**src/rtl/sprite_pkg.sv**
```systemverilog
`default_nettype none
// ============================================================================
// Module      : sprite_pkg
// Description : Shared types and constants for the sprite mapper slice.
//               Holds the screen geometry, the coordinate width, the RGB444
//               pixel struct and the closed-form contents of the per-sprite
//               index ROM and palette.
// Revision    : 1.0  initial release
// ============================================================================
package sprite_pkg;

    localparam int COORD_W  = 10;
    localparam int SCREEN_W = 640;
    localparam int SCREEN_H = 480;

    typedef struct packed {
        logic [3:0] r;
        logic [3:0] g;
        logic [3:0] b;
    } rgb444_t;

    // Index ROM image: texel index for a flat ROM address. Stands in for the
    // generated ROM IP so the block elaborates on its own. Supports idx_w<=8.
    function automatic logic [7:0] rom_lookup(input logic [31:0] addr,
                                              input int          idx_w);
        logic [31:0] t;
        logic [31:0] mask;
        t    = addr * 32'd7 + 32'd3;
        mask = (32'd1 << idx_w) - 32'd1;
        return 8'(t & mask);
    endfunction

    // Palette image: RGB444 colour for a palette index.
    function automatic rgb444_t palette_lookup(input logic [7:0] idx);
        rgb444_t c;
        c.r = idx[3:0];
        c.g = ~idx[3:0];
        c.b = {idx[4:2], 1'b1};
        return c;
    endfunction

endpackage : sprite_pkg
`default_nettype wire

```
**src/rtl/sprite_if.sv**
```systemverilog
`default_nettype none
// ============================================================================
// Module      : sprite_if
// Description : Pixel-stream bundle between the VGA controller side and one
//               sprite_mapper instance.
//               Controller -> mapper : DrawX, DrawY, blank, pos_x, pos_y,
//                                      anim_en (and mirror when
//                                      SPRITE_MIRROR_EN is defined)
//               Mapper -> colour mux : red, green, blue, hit
//               master modport = driver of coordinates, slave = mapper.
// Options     : SPRITE_MIRROR_EN adds the 1-bit mirror request.
// Revision    : 1.0  initial release
// ============================================================================
interface sprite_if;
    import sprite_pkg::*;

    logic [COORD_W-1:0] DrawX;
    logic [COORD_W-1:0] DrawY;
    logic               blank;
    logic [COORD_W-1:0] pos_x;
    logic [COORD_W-1:0] pos_y;
    logic               anim_en;
`ifdef SPRITE_MIRROR_EN
    logic               mirror;
`endif
    logic [3:0]         red;
    logic [3:0]         green;
    logic [3:0]         blue;
    logic               hit;

    modport master (
        output DrawX, DrawY, blank, pos_x, pos_y, anim_en,
`ifdef SPRITE_MIRROR_EN
        output mirror,
`endif
        input  red, green, blue, hit
    );

    modport slave (
        input  DrawX, DrawY, blank, pos_x, pos_y, anim_en,
`ifdef SPRITE_MIRROR_EN
        input  mirror,
`endif
        output red, green, blue, hit
    );

endinterface : sprite_if
`default_nettype wire

```
**src/rtl/sprite_anim_ctr.sv**
```systemverilog
`default_nettype none
// ============================================================================
// Module      : sprite_anim_ctr
// Description : Frame-start detector plus animation hold/frame counters.
//               frame_start is combinational and fires on the first cycle
//               the scan sits at (0,0); holding (0,0) does not re-fire.
//               hold_cnt counts frame starts (while anim_en) up to
//               FRAME_HOLD-1, then frame_idx advances and wraps at
//               NUM_FRAMES-1.
// Ports       : vga_clk, Reset      clock / async active-high reset
//               DrawX, DrawY        current scan coordinates
//               anim_en             allow animation to advance
//               frame_start         first cycle of a new video frame
//               frame_idx           current animation frame (registered)
// Revision    : 1.0  initial release
// ============================================================================
module sprite_anim_ctr
    import sprite_pkg::*;
#(
    parameter int NUM_FRAMES = 4,
    parameter int FRAME_HOLD = 8,
    parameter int FIDX_W     = 2
) (
    input  wire logic               vga_clk,
    input  wire logic               Reset,
    input  wire logic [COORD_W-1:0] DrawX,
    input  wire logic [COORD_W-1:0] DrawY,
    input  wire logic               anim_en,
    output logic                    frame_start,
    output logic [FIDX_W-1:0]       frame_idx
);

    logic [COORD_W-1:0] r_prev_x;
    logic [COORD_W-1:0] r_prev_y;
    logic [7:0]         r_hold_cnt;
    logic [FIDX_W-1:0]  r_frame_idx;

    logic w_at_origin;
    logic w_prev_origin;
    logic w_hold_wrap;
    logic w_frame_wrap;

    always_comb begin
        w_at_origin   = (DrawX == '0) && (DrawY == '0);
        w_prev_origin = (r_prev_x == '0) && (r_prev_y == '0);
        w_hold_wrap   = (r_hold_cnt == 8'(FRAME_HOLD - 1));
        // With NUM_FRAMES=1 this compares against 0, so the index never moves.
        w_frame_wrap  = (r_frame_idx == FIDX_W'(NUM_FRAMES - 1));
    end

    assign frame_start = w_at_origin && !w_prev_origin;
    assign frame_idx   = r_frame_idx;

    // Previous coordinates reset to all-ones so the first (0,0) after reset
    // is recognised as a frame start.
    always_ff @(posedge vga_clk or posedge Reset) begin
        if (Reset) begin
            r_prev_x <= '1;
            r_prev_y <= '1;
        end else begin
            r_prev_x <= DrawX;
            r_prev_y <= DrawY;
        end
    end

    always_ff @(posedge vga_clk or posedge Reset) begin
        if (Reset) begin
            r_hold_cnt  <= 8'd0;
            r_frame_idx <= '0;
        end else if (frame_start && anim_en) begin
            if (w_hold_wrap) begin
                r_hold_cnt  <= 8'd0;
                r_frame_idx <= w_frame_wrap ? '0 : r_frame_idx + FIDX_W'(1);
            end else begin
                r_hold_cnt  <= r_hold_cnt + 8'd1;
            end
        end
    end

endmodule : sprite_anim_ctr
`default_nettype wire

```
**src/rtl/sprite_mapper.sv**
```systemverilog
`default_nettype none
// ============================================================================
// Module      : sprite_mapper
// Description : Maps the current VGA scan position onto a movable,
//               integer-scaled, animated sprite and returns registered RGB
//               plus a per-pixel hit flag. Fixed 2-cycle latency, one pixel
//               per cycle.
//                 cycle n   : containment + ROM address (combinational)
//                 cycle n+1 : index ROM read, inside/blank delayed
//                 cycle n+2 : palette colour / hit registered at outputs
// Ports       : vga_clk   pixel clock
//               Reset     async active-high reset
//               bus       sprite_if.slave (DrawX/DrawY/blank/pos_x/pos_y/
//                         anim_en[/mirror] in, red/green/blue/hit out)
// Options     : SPRITE_MIRROR_EN adds a frame-latched horizontal flip.
// Revision    : 1.0  initial release
// ============================================================================
module sprite_mapper
    import sprite_pkg::*;
#(
    parameter int SPR_W           = 21,
    parameter int SPR_H           = 24,
    parameter int SCALE_LOG2      = 2,
    parameter int NUM_FRAMES      = 4,
    parameter int FRAME_HOLD      = 8,
    parameter int IDX_W           = 5,
    parameter int TRANSPARENT_IDX = 0
) (
    input  wire logic vga_clk,
    input  wire logic Reset,
    sprite_if.slave   bus
);

    localparam int c_ext_w     = COORD_W + 1;
    localparam int c_span_x    = SPR_W << SCALE_LOG2;
    localparam int c_span_y    = SPR_H << SCALE_LOG2;
    localparam int c_frame_sz  = SPR_W * SPR_H;
    localparam int c_rom_depth = NUM_FRAMES * c_frame_sz;
    localparam int c_addr_w    = (c_rom_depth > 1) ? $clog2(c_rom_depth) : 1;
    localparam int c_fidx_w    = (NUM_FRAMES > 1) ? $clog2(NUM_FRAMES) : 1;

    // ------------------------------------------------------------------
    // Frame-start detection and animation counters
    // ------------------------------------------------------------------
    logic                w_frame_start;
    logic [c_fidx_w-1:0] w_frame_idx;

    sprite_anim_ctr #(
        .NUM_FRAMES (NUM_FRAMES),
        .FRAME_HOLD (FRAME_HOLD),
        .FIDX_W     (c_fidx_w)
    ) u_anim_ctr (
        .vga_clk     (vga_clk),
        .Reset       (Reset),
        .DrawX       (bus.DrawX),
        .DrawY       (bus.DrawY),
        .anim_en     (bus.anim_en),
        .frame_start (w_frame_start),
        .frame_idx   (w_frame_idx)
    );

    // ------------------------------------------------------------------
    // Position latched once per frame so a moving object never tears
    // ------------------------------------------------------------------
    logic [COORD_W-1:0] r_px;
    logic [COORD_W-1:0] r_py;

    always_ff @(posedge vga_clk or posedge Reset) begin
        if (Reset) begin
            r_px <= '0;
            r_py <= '0;
        end else if (w_frame_start) begin
            r_px <= bus.pos_x;
            r_py <= bus.pos_y;
        end
    end

    // ------------------------------------------------------------------
    // Containment: one extra bit so px + span cannot wrap past 1023
    // ------------------------------------------------------------------
    logic [c_ext_w-1:0] w_x_ext;
    logic [c_ext_w-1:0] w_y_ext;
    logic [c_ext_w-1:0] w_px_ext;
    logic [c_ext_w-1:0] w_py_ext;
    logic [c_ext_w-1:0] w_x_end;
    logic [c_ext_w-1:0] w_y_end;
    logic               w_inside;

    assign w_x_ext  = {1'b0, bus.DrawX};
    assign w_y_ext  = {1'b0, bus.DrawY};
    assign w_px_ext = {1'b0, r_px};
    assign w_py_ext = {1'b0, r_py};
    assign w_x_end  = w_px_ext + c_ext_w'(c_span_x);
    assign w_y_end  = w_py_ext + c_ext_w'(c_span_y);

    assign w_inside = (w_x_ext >= w_px_ext) && (w_x_ext < w_x_end) &&
                      (w_y_ext >= w_py_ext) && (w_y_ext < w_y_end);

    // ------------------------------------------------------------------
    // Local texel coordinates; only meaningful while w_inside is set
    // ------------------------------------------------------------------
    logic [COORD_W-1:0] w_dx;
    logic [COORD_W-1:0] w_dy;
    logic [COORD_W-1:0] w_lx;
    logic [COORD_W-1:0] w_ly;
    logic [COORD_W-1:0] w_lx_eff;

    assign w_dx = bus.DrawX - r_px;
    assign w_dy = bus.DrawY - r_py;
    assign w_lx = w_dx >> SCALE_LOG2;
    assign w_ly = w_dy >> SCALE_LOG2;

`ifdef SPRITE_MIRROR_EN
    logic r_mirror;

    always_ff @(posedge vga_clk or posedge Reset) begin
        if (Reset) begin
            r_mirror <= 1'b0;
        end else if (w_frame_start) begin
            r_mirror <= bus.mirror;
        end
    end

    assign w_lx_eff = r_mirror ? (COORD_W'(SPR_W - 1) - w_lx) : w_lx;
`else
    assign w_lx_eff = w_lx;
`endif

    // ------------------------------------------------------------------
    // Flat ROM address: frames stored back to back, row-major texels.
    // Forced to 0 outside the sprite so the ROM sees a quiet address.
    // ------------------------------------------------------------------
    logic [c_addr_w-1:0] w_addr_calc;
    logic [c_addr_w-1:0] w_rom_addr;

    assign w_addr_calc = c_addr_w'(32'(w_frame_idx) * 32'(c_frame_sz) +
                                   32'(w_ly) * 32'(SPR_W) +
                                   32'(w_lx_eff));
    assign w_rom_addr  = w_inside ? w_addr_calc : '0;

    // ------------------------------------------------------------------
    // Stage 1: synchronous index ROM read; inside/blank delayed alongside
    // ------------------------------------------------------------------
    logic [IDX_W-1:0] r_rom_q;
    logic             r_inside_d1;
    logic             r_blank_d1;

    always_ff @(posedge vga_clk or posedge Reset) begin
        if (Reset) begin
            r_rom_q     <= '0;
            r_inside_d1 <= 1'b0;
            r_blank_d1  <= 1'b0;
        end else begin
            r_rom_q     <= IDX_W'(rom_lookup(32'(w_rom_addr), IDX_W));
            r_inside_d1 <= w_inside;
            r_blank_d1  <= bus.blank;
        end
    end

    // ------------------------------------------------------------------
    // Stage 2: palette lookup and registered outputs
    // ------------------------------------------------------------------
    logic    w_opaque;
    logic    w_hit_next;
    rgb444_t w_pal;
    rgb444_t r_rgb;
    logic    r_hit;

    assign w_opaque   = (r_rom_q != IDX_W'(TRANSPARENT_IDX));
    assign w_hit_next = r_blank_d1 && r_inside_d1 && w_opaque;
    assign w_pal      = palette_lookup(8'(r_rom_q));

    always_ff @(posedge vga_clk or posedge Reset) begin
        if (Reset) begin
            r_rgb <= '0;
            r_hit <= 1'b0;
        end else begin
            r_rgb <= w_hit_next ? w_pal : '0;
            r_hit <= w_hit_next;
        end
    end

    assign bus.red   = r_rgb.r;
    assign bus.green = r_rgb.g;
    assign bus.blue  = r_rgb.b;
    assign bus.hit   = r_hit;

endmodule : sprite_mapper
`default_nettype wire

```
**src/flat_wrapper.sv**
```systemverilog
// flat-port wrapper written by rule: the top's interface ports become plain ports
module sprite_mapper_flat import sprite_pkg::*;
#(
    parameter int SPR_W           = 21,
    parameter int SPR_H           = 24,
    parameter int SCALE_LOG2      = 2,
    parameter int NUM_FRAMES      = 4,
    parameter int FRAME_HOLD      = 8,
    parameter int IDX_W           = 5,
    parameter int TRANSPARENT_IDX = 0
)
  (vga_clk, Reset, bus_DrawX, bus_DrawY, bus_blank, bus_pos_x, bus_pos_y, bus_anim_en, bus_red, bus_green, bus_blue, bus_hit);
  sprite_if bus_i ();
  input  wire logic vga_clk;
  input  wire logic Reset;
  input wire logic [$bits(bus_i.DrawX)-1:0] bus_DrawX;
  input wire logic [$bits(bus_i.DrawY)-1:0] bus_DrawY;
  input wire logic [$bits(bus_i.blank)-1:0] bus_blank;
  input wire logic [$bits(bus_i.pos_x)-1:0] bus_pos_x;
  input wire logic [$bits(bus_i.pos_y)-1:0] bus_pos_y;
  input wire logic [$bits(bus_i.anim_en)-1:0] bus_anim_en;
  output wire logic [$bits(bus_i.red)-1:0] bus_red;
  output wire logic [$bits(bus_i.green)-1:0] bus_green;
  output wire logic [$bits(bus_i.blue)-1:0] bus_blue;
  output wire logic [$bits(bus_i.hit)-1:0] bus_hit;
  assign bus_i.DrawX = bus_DrawX;
  assign bus_i.DrawY = bus_DrawY;
  assign bus_i.blank = bus_blank;
  assign bus_i.pos_x = bus_pos_x;
  assign bus_i.pos_y = bus_pos_y;
  assign bus_i.anim_en = bus_anim_en;
  assign bus_red = bus_i.red;
  assign bus_green = bus_i.green;
  assign bus_blue = bus_i.blue;
  assign bus_hit = bus_i.hit;
  sprite_mapper #(.SPR_W(SPR_W), .SPR_H(SPR_H), .SCALE_LOG2(SCALE_LOG2), .NUM_FRAMES(NUM_FRAMES), .FRAME_HOLD(FRAME_HOLD), .IDX_W(IDX_W), .TRANSPARENT_IDX(TRANSPARENT_IDX)) u_core (.vga_clk(vga_clk), .Reset(Reset), .bus(bus_i));
endmodule
```
**config.mk**
```make
export PLATFORM = sky130hd
export DESIGN_NAME = sprite_mapper_flat
export DESIGN_NICKNAME = d
export VERILOG_FILES = /design/src/rtl/sprite_pkg.sv /design/src/rtl/sprite_if.sv /design/src/rtl/sprite_anim_ctr.sv /design/src/rtl/sprite_mapper.sv /design/src/flat_wrapper.sv
export SDC_FILE = /design/constraint.sdc
export NUM_CORES = 1
export LEC_CHECK = 0
export CAP_MARGIN = 25
export CORE_MARGIN = 3
export CORE_UTILIZATION = 50
export DETAILED_ROUTE_END_ITERATION = 8
export PLACE_DENSITY = 0.74
export SYNTH_ARGS = -nofsm -noshare
export SYNTH_HDL_FRONTEND = slang
export SYNTH_SLANG_ARGS = --single-unit
```
**constraint.sdc**
```tcl
create_clock -name vga_clk -period 10.6 [get_ports vga_clk]
set_input_delay 1.06 -clock vga_clk [delete_from_list [all_inputs] [get_ports vga_clk]]
set_output_delay 1.06 -clock vga_clk [all_outputs]
set_load 0.01 [all_outputs]
```
==> results.py, run 1 <==
metrics = {
    "routing": {
        "drtAntennaViolNets": 0,
        "drt_iter0_drc": 133,
        "drt-total-wl_um": 8250,
        "routedWlPerCell_um": 14.6,
        "via_per_inst": 5.36,
        "vias": 3029,
        "drc": 0,
        "firstDrtPassIters": 4,
    },
    "synthesis": {
        "synth.yosys.warnings": 0,
        "syn-cell-area_um2": 4120,
        "yosys.cell_count.top_type": "ha_1",
        "synth_top_cell_area_share_pct": 28.5,
        "ys.flop_type": "dfrtp_1",
        "syn-num-nets": 500,
        "synth_common_cells": "54 x ha_1, 47 x dfrtp_1, 39 x inv_1, 28 x o21ai_0, 26 x nand2_1",
        "synth.area.top_cells": "dfrtp_1 29%, ha_1 16%, dfstp_2 13%",
        "syn-mean-instance-area_um2": 10.4,
        "seq_area_frac_synth_pct": 41.3,
        "synth-seq-cells": 67,
        "yosys.area.top_type": "dfrtp_1",
        "synth_cells": 397,
        "ys_async_sr_fraction_pct": 100,
        "ys_types": 52,
        "synth_edf_count": 0,
    },
    "placement": {
        "io_buffers": 56,
        "gp_congestion": 0.914,
        "dp_slack_ns": 3.73,
        "hpwl_um": 6460,
    },
    "global_routing": {
        "grt_busiest_layer": "met2",
        "grt_pass1_wl_um": 14500,
        "grtUsageMet2_pct": 29.6,
        "grt_max_degree": 68,
        "grt_overflow": 0,
        "met1_usage_pct": 25.8,
        "grt_pass1_vias": 3091,
        "antenna_found_initial": 0,
        "grt_util_all_layers_pct": 18.8,
        "grt.met3_usage_pct": 3.24,
    },
    "power": {
        "p_comb_share_pct": 18.0,
        "power_uw": 666,
        "power_density_nw_per_um2": 132,
        "switchingPower_uw": 159,
        "power.leakage_nw": 2.43,
        "p_int_uw": 507,
        "pwr-share-clk_pct": 42.4,
        "max-vdd-ir-drop_mv": 0.0765,
        "p_sw_share_pct": 23.9,
        "power_frac_seq_pct": 39.6,
    },
    "sta": {
        "rsz0062_at_grt": "no",
        "holdWs_ns": 0.444,
        "setup_ws_ns": 4.08,
        "fmax_mhz": 153,
        "drv_slew": 0,
        "tns_ns": 0,
        "fin_skew_ns": 0.00852,
        "max-slew-margin-rel_pct": 46.2,
        "worstMarginPinSlew_ns": 0.808,
        "finalHoldViolCount": 0,
        "fin_crit_sh_pct": 61.5,
        "layout_min_cycle_time_ns": 6.52,
        "setup_viol": 0,
    },
    "die": {
        "row_count": 32,
        "io_pins": 57,
        "die_h_um": 96.8,
        "start_util_pct": 52.5,
        "die_area_um2": 9370,
        "die_w_um": 96.8,
        "core-area_um2": 7850,
    },
    "layout": {
        "fin_util_pct": 64.3,
        "fillers": 647,
        "antennaDiodeCount": 0,
        "drive_above_1_share_pct": 9.94,
        "layout.nets": 561,
        "area_growth_pct": 22.5,
    },
    "worst_setup_path": {
        "max_stage_delay_ns": 0.54,
        "startpoint_type": "input pin",
        "crit_chain": "clkdlybuf4s50_1 > ha_1 > nor2b_4 > o2111ai_1 > nand3_1 > xor2_1 > ha_1 > ha_1 > inv_1 > fa_1 > fa_1 > inv_1 > ha_1 > and2_1 > fa_1 > ha_1 > ha_1 > a21oi_1 > nor2_1 > nor4b_1 > o211ai_1 > nand3_1 > a211oi_1",
        "crit_required_ns": 10.82,
        "path_class": "in -> reg",
        "slowest_stage": "fa_1",
        "end_kind": "register",
        "path_common_cell": "ha_1",
        "critPathArrivalTime_ns": 6.74,
        "worstPathMaxFanout": 4,
    },
    "clock_network": {
        "clk_path_buf_depth": 2,
        "clockRootBuffer": "clkbuf_8",
        "postCtsSetupBuffers": 0,
        "numCtsBuffers": 9,
        "clk_latency_ns": 0.34,
        "clock-sinks": 67,
        "ctsHoldBuffers": 0,
        "cts_resized": 0,
        "cts_tree": "done",
        "cts.clk_slew.worst_paths_ns": 0.08,
        "ctsHtreeMaxLevel": 3,
    },
    "status": {
        "status": "completed",
    },
    "min_path": {
        "min_path_type": "reg -> reg",
    },
    "run": {
        "drv_cap": 0,
    },
}
-- worst max-delay path: cells and delay by family --
family                     cells  cell delay [ns]
adders and majority gates      9             3.30
xor gates and xnor gates       1             0.16
AOI/OAI and AO/OA              4             0.65
buffers and inverters          3             0.57
and+or+nand+nor                6             1.01
-- state kept, by name, indices dropped and copies added, names as in the netlist --
register / cells
u_core.bus.blue: 4
u_core.bus.green: 4
u_core.bus.red: 2
u_core.r_blank_d1: 1
u_core.r_inside_d1: 1
u_core.r_px: 10
u_core.r_py: 10
u_core.r_rom_q: 5
u_core.u_anim_ctr.frame_idx: 2
u_core.u_anim_ctr.r_hold_cnt: 8
u_core.u_anim_ctr.r_prev_x: 10
u_core.u_anim_ctr.r_prev_y: 10
-- layout make-up --
type	count	area, um^2	area share (%)
Clock buffer	10	128	2.53
Timing Repair Buffer	58	576	11.4
Sequential cell	67	1700	33.7
Inverter	39	146	2.90
Clock inverter	6	138	2.73
Multi-Input combinational cell	283	2230	44.2
Tap cell	102	128	2.53
-- cell usage in the layout (no fill, tap or decap), drive strengths merged, types with 2 or more instances in the layout --
master and n:
nand4 2, o21a 6, a2111oi 3, or4 6
fa 5, mux2 4, a221oi 2, a21oi 7
dfrtp 47, and3 7, a211oi 6, clkdlybuf4s50 56
inv 39, xor2 9, bufinv 4, nor2b 3
nor3 5, nand2b 2, a21o 11, nor4b 2
o21ai 28, o211ai 3, and2 4, nand2 27
buf 2, clkbuf 10, clkinv 2, nor2 23
nand3 11, ha 54, nor4 8, xnor2 25
dfstp 20, o41ai 2, o2111ai 3, a31oi 3
-- stage by stage --
stage,cells,area (um^2)
after floorplan,397,4120
after global placement,549,4780
after detailed placement,549,4780
after CTS,565,5050
after global routing,565,5050
final,565,5050
-- logic make-up after synthesis --
kind of cell	Yosys count	share of synthesized area, %
AO/OA/AOI/OAI	83	13.6
XOR/XNOR	35	7.77
adder cells (fa/ha/maj)	59	18.8
buffers and inverters	47	4.77
flip-flops	67	41.3
multiplexers	4	1.09
AND/OR/NAND/NOR	102	12.7
-- power by group through the flow --
stage	registers, mW	logic (mW)	clock network, mW
2_1_floorplan	0.268	0.0838	0
4_1_cts	0.264	0.121	0.286
3_5_place_dp	0.268	0.119	0
3_3_place_gp	0.268	0.116	0
6_report	0.264	0.120	0.282
5_1_grt	0.264	0.132	0.300
-- routing by layer --
| metal | share of wire, % | vias to the layer above |
|---|---|---|
| met2 | 47 | 65 |
| met5 | 0 | - |
| met3 | 4.3 | 16 |
| met4 | 2.4 | 0 |
| met1 | 46 | 1431 |
| li1 | - | 1517 |
-- worst paths after layout --
check                                             endpoint  cells past startpoint  slack [ns]              start
max                                      u_core.r_rom_q[4]                     23        4.08       bus_DrawY[1]
min                                    u_core.bus.green[0]                      1        0.44  u_core.r_rom_q[0]
max reg2reg                              u_core.r_rom_q[4]                     23        4.90     u_core.r_py[1]
min reg2reg                            u_core.bus.green[0]                      1        0.44  u_core.r_rom_q[0]
max in group asynchronous                   u_core.r_py[2]                      3        8.79              Reset
min in group asynchronous  u_core.u_anim_ctr.r_hold_cnt[1]                      3        1.27              Reset
Power figures use the tool's default switching activity.
==> run 2, diff against run 1 <==
- clock period: 10.6 -> 6 ns (I/O delays scaled with it)
==> results.py, run 2 (synthesized netlist as in run 1, its figures left out) <==
metrics = {
    "status": {
        "status": "completed",
    },
    "placement": {
        "io_buffers": 56,
        "placed_area_um2": 4990,
        "dp_slack_ns": -0.312,
        "hpwl_um": 6900,
        "placed_cells": 577,
        "gp_congestion": 0.871,
    },
    "layout": {
        "layout.nets": 590,
        "final_common_cell": "clkdlybuf4s50_1",
        "fin_area_um2": 5290,
        "fin_util_pct": 67.5,
        "multi_input_area_um2": 2310,
        "seq_area_um2": 1700,
        "antennaDiodeCount": 0,
        "fillers": 630,
        "stdcell_count": 594,
        "area_growth_pct": 28.4,
        "drive_above_1_share_pct": 17.5,
        "layout_common_cells": "55 x clkdlybuf4s50_1, 51 x ha_1, 47 x dfrtp_1",
    },
    "power": {
        "power.leakage_nw": 2.55,
        "pwr-share-clk_pct": 36.2,
        "p_sw_share_pct": 26.3,
        "p_comb_share_pct": 21.1,
        "switchingPower_uw": 288,
        "power_density_nw_per_um2": 207,
        "max-vdd-ir-drop_mv": 0.128,
        "power_frac_seq_pct": 42.7,
        "power_mw": 1.09,
        "p_int_uw": 806,
    },
    "clock_network": {
        "clk_latency_ns": 0.34,
        "clockRootBuffer": "clkbuf_8",
        "cts_tree": "done",
        "cts.clk_slew.worst_paths_ns": 0.08,
        "clock-sinks": 67,
        "ctsHtreeMaxLevel": 3,
        "numCtsBuffers": 9,
        "clk_path_buf_depth": 2,
        "ctsHoldBuffers": 0,
    },
    "sta": {
        "drv_slew": 0,
        "fmax_mhz": 172,
        "setup_viol": 0,
        "fin_crit_sh_pct": 97.0,
        "finalHoldViolCount": 0,
        "fin_skew_ns": 0.0121,
        "setup_ws_ns": 0.183,
        "max-slew-margin-rel_pct": 46.4,
        "layout_min_cycle_time_ns": 5.82,
        "worstMarginPinSlew_ns": 0.803,
        "holdWs_ns": 0.455,
        "tns_ns": 0,
    },
    "die": {
        "start_util_pct": 52.5,
        "core-area_um2": 7850,
        "die_h_um": 96.8,
        "die_w_um": 96.8,
        "die_area_um2": 9370,
        "io_pins": 57,
        "row_count": 32,
    },
    "global_routing": {
        "grt_max_degree": 68,
        "grt_overflow": 0,
        "grt_pass1_vias": 3276,
        "grt_util_all_layers_pct": 19.2,
        "grt_pass1_wl_um": 14600,
        "antenna_found_initial": 0,
    },
    "run": {
        "drv_cap": 0,
    },
    "routing": {
        "drt_iter0_drc": 79,
        "drtAntennaViolNets": 0,
        "vias": 3199,
        "firstDrtPassIters": 4,
        "routedWlPerCell_um": 14.7,
        "drc": 0,
        "via_per_inst": 5.39,
        "drt-total-wl_um": 8710,
    },
    "worst_setup_path": {
        "crit_start": "bus_DrawY[1]",
        "endpoint": "u_core.r_rom_q[4]",
        "crit_required_ns": 6.23,
        "path_class": "in -> reg",
        "end_kind": "register",
        "worstPathMaxFanout": 3,
        "critPathArrivalTime_ns": 6.04,
        "worstReg2RegEnd": "u_core.r_rom_q[4]",
        "startpoint_type": "input pin",
        "rrSetupSlack_ns": 0.48,
        "worstReg2RegStart": "u_core.r_py[1]",
        "r2r_cells": 23,
    },
    "min_path": {
        "min_path_type": "reg -> reg",
    },
}
run 2: cell count changes in the layout (fill, tap and decap cells not counted), sizes merged:
cell	before	now
clkdlybuf4s50	56	55
buf	2	31
bufinv	4	1
dlymetal6s2s	0	1
clkinv	2	1
clkbuf	10	11
clkinvlp	0	3
run 2: worst min-delay path by stage:
stage | from | slack [ns] | depth (start not counted) | end
global route | u_core.r_rom_q[2] | 0.47 | 1 | u_core.bus.green[2]
global placement | u_core.r_rom_q[1] | 0.43 | 1 | u_core.bus.green[1]
CTS | u_core.r_rom_q[2] | 0.45 | 1 | u_core.bus.green[2]
floorplan | u_core.r_rom_q[0] | 0.41 | 1 | u_core.bus.green[0]
detailed placement | u_core.r_rom_q[0] | 0.44 | 1 | u_core.bus.green[0]
finish | u_core.r_rom_q[3] | 0.46 | 1 | u_core.bus.green[3]
run 2: final cells by class:
class                           count  area share, %
Clock buffer                       11           2.86
Clock inverter                      5           1.16
Inverter                           39           2.77
Multi-Input combinational cell    283           43.6
Sequential cell                    67           32.1
Tap cell                          102           2.41
Timing Repair Buffer               87           15.0
run 2: power groups by stage:
stage / registers (mW) / logic, mW / clock network (mW)
detailed placement: 0.474 / 0.227 / 0
floorplan: 0.474 / 0.148 / 0
global route: 0.467 / 0.253 / 0.428
finish: 0.466 / 0.231 / 0.396
global placement: 0.474 / 0.222 / 0
CTS: 0.466 / 0.229 / 0.403
run 2: per-layer routing:
layer  wire length (um)  global-route usage [%]
met3                345                    3.82
met4                207                    8.10
met2               4280                    31.6
met1               3870                    24.7
met5                  0                       0
run 2: repair_timing:
| item | in CTS | in global routing |
|---|---|---|
| endpoints found under the setup margin | 0 | 1 |
| gates resized for setup | 0 | 14 |
| buffers inserted | 0 | 1 |
run 2: worst max-delay path, cell delays in order:
cell	delay, ns
clkdlybuf4s50_1	0.44
ha_1	0.31
nor2b_4	0.14
o2111ai_2	0.21
nand3_1	0.12
xor2_1	0.15
ha_1	0.27
ha_1	0.28
inv_1	0.06
fa_1	0.50
fa_1	0.54
inv_1	0.04
ha_1	0.29
and2_1	0.15
fa_1	0.54
ha_4	0.23
ha_4	0.25
a21oi_4	0.17
o221ai_2	0.15
a2111oi_2	0.37
o21bai_1	0.10
nand3_1	0.08
a211oi_1	0.05
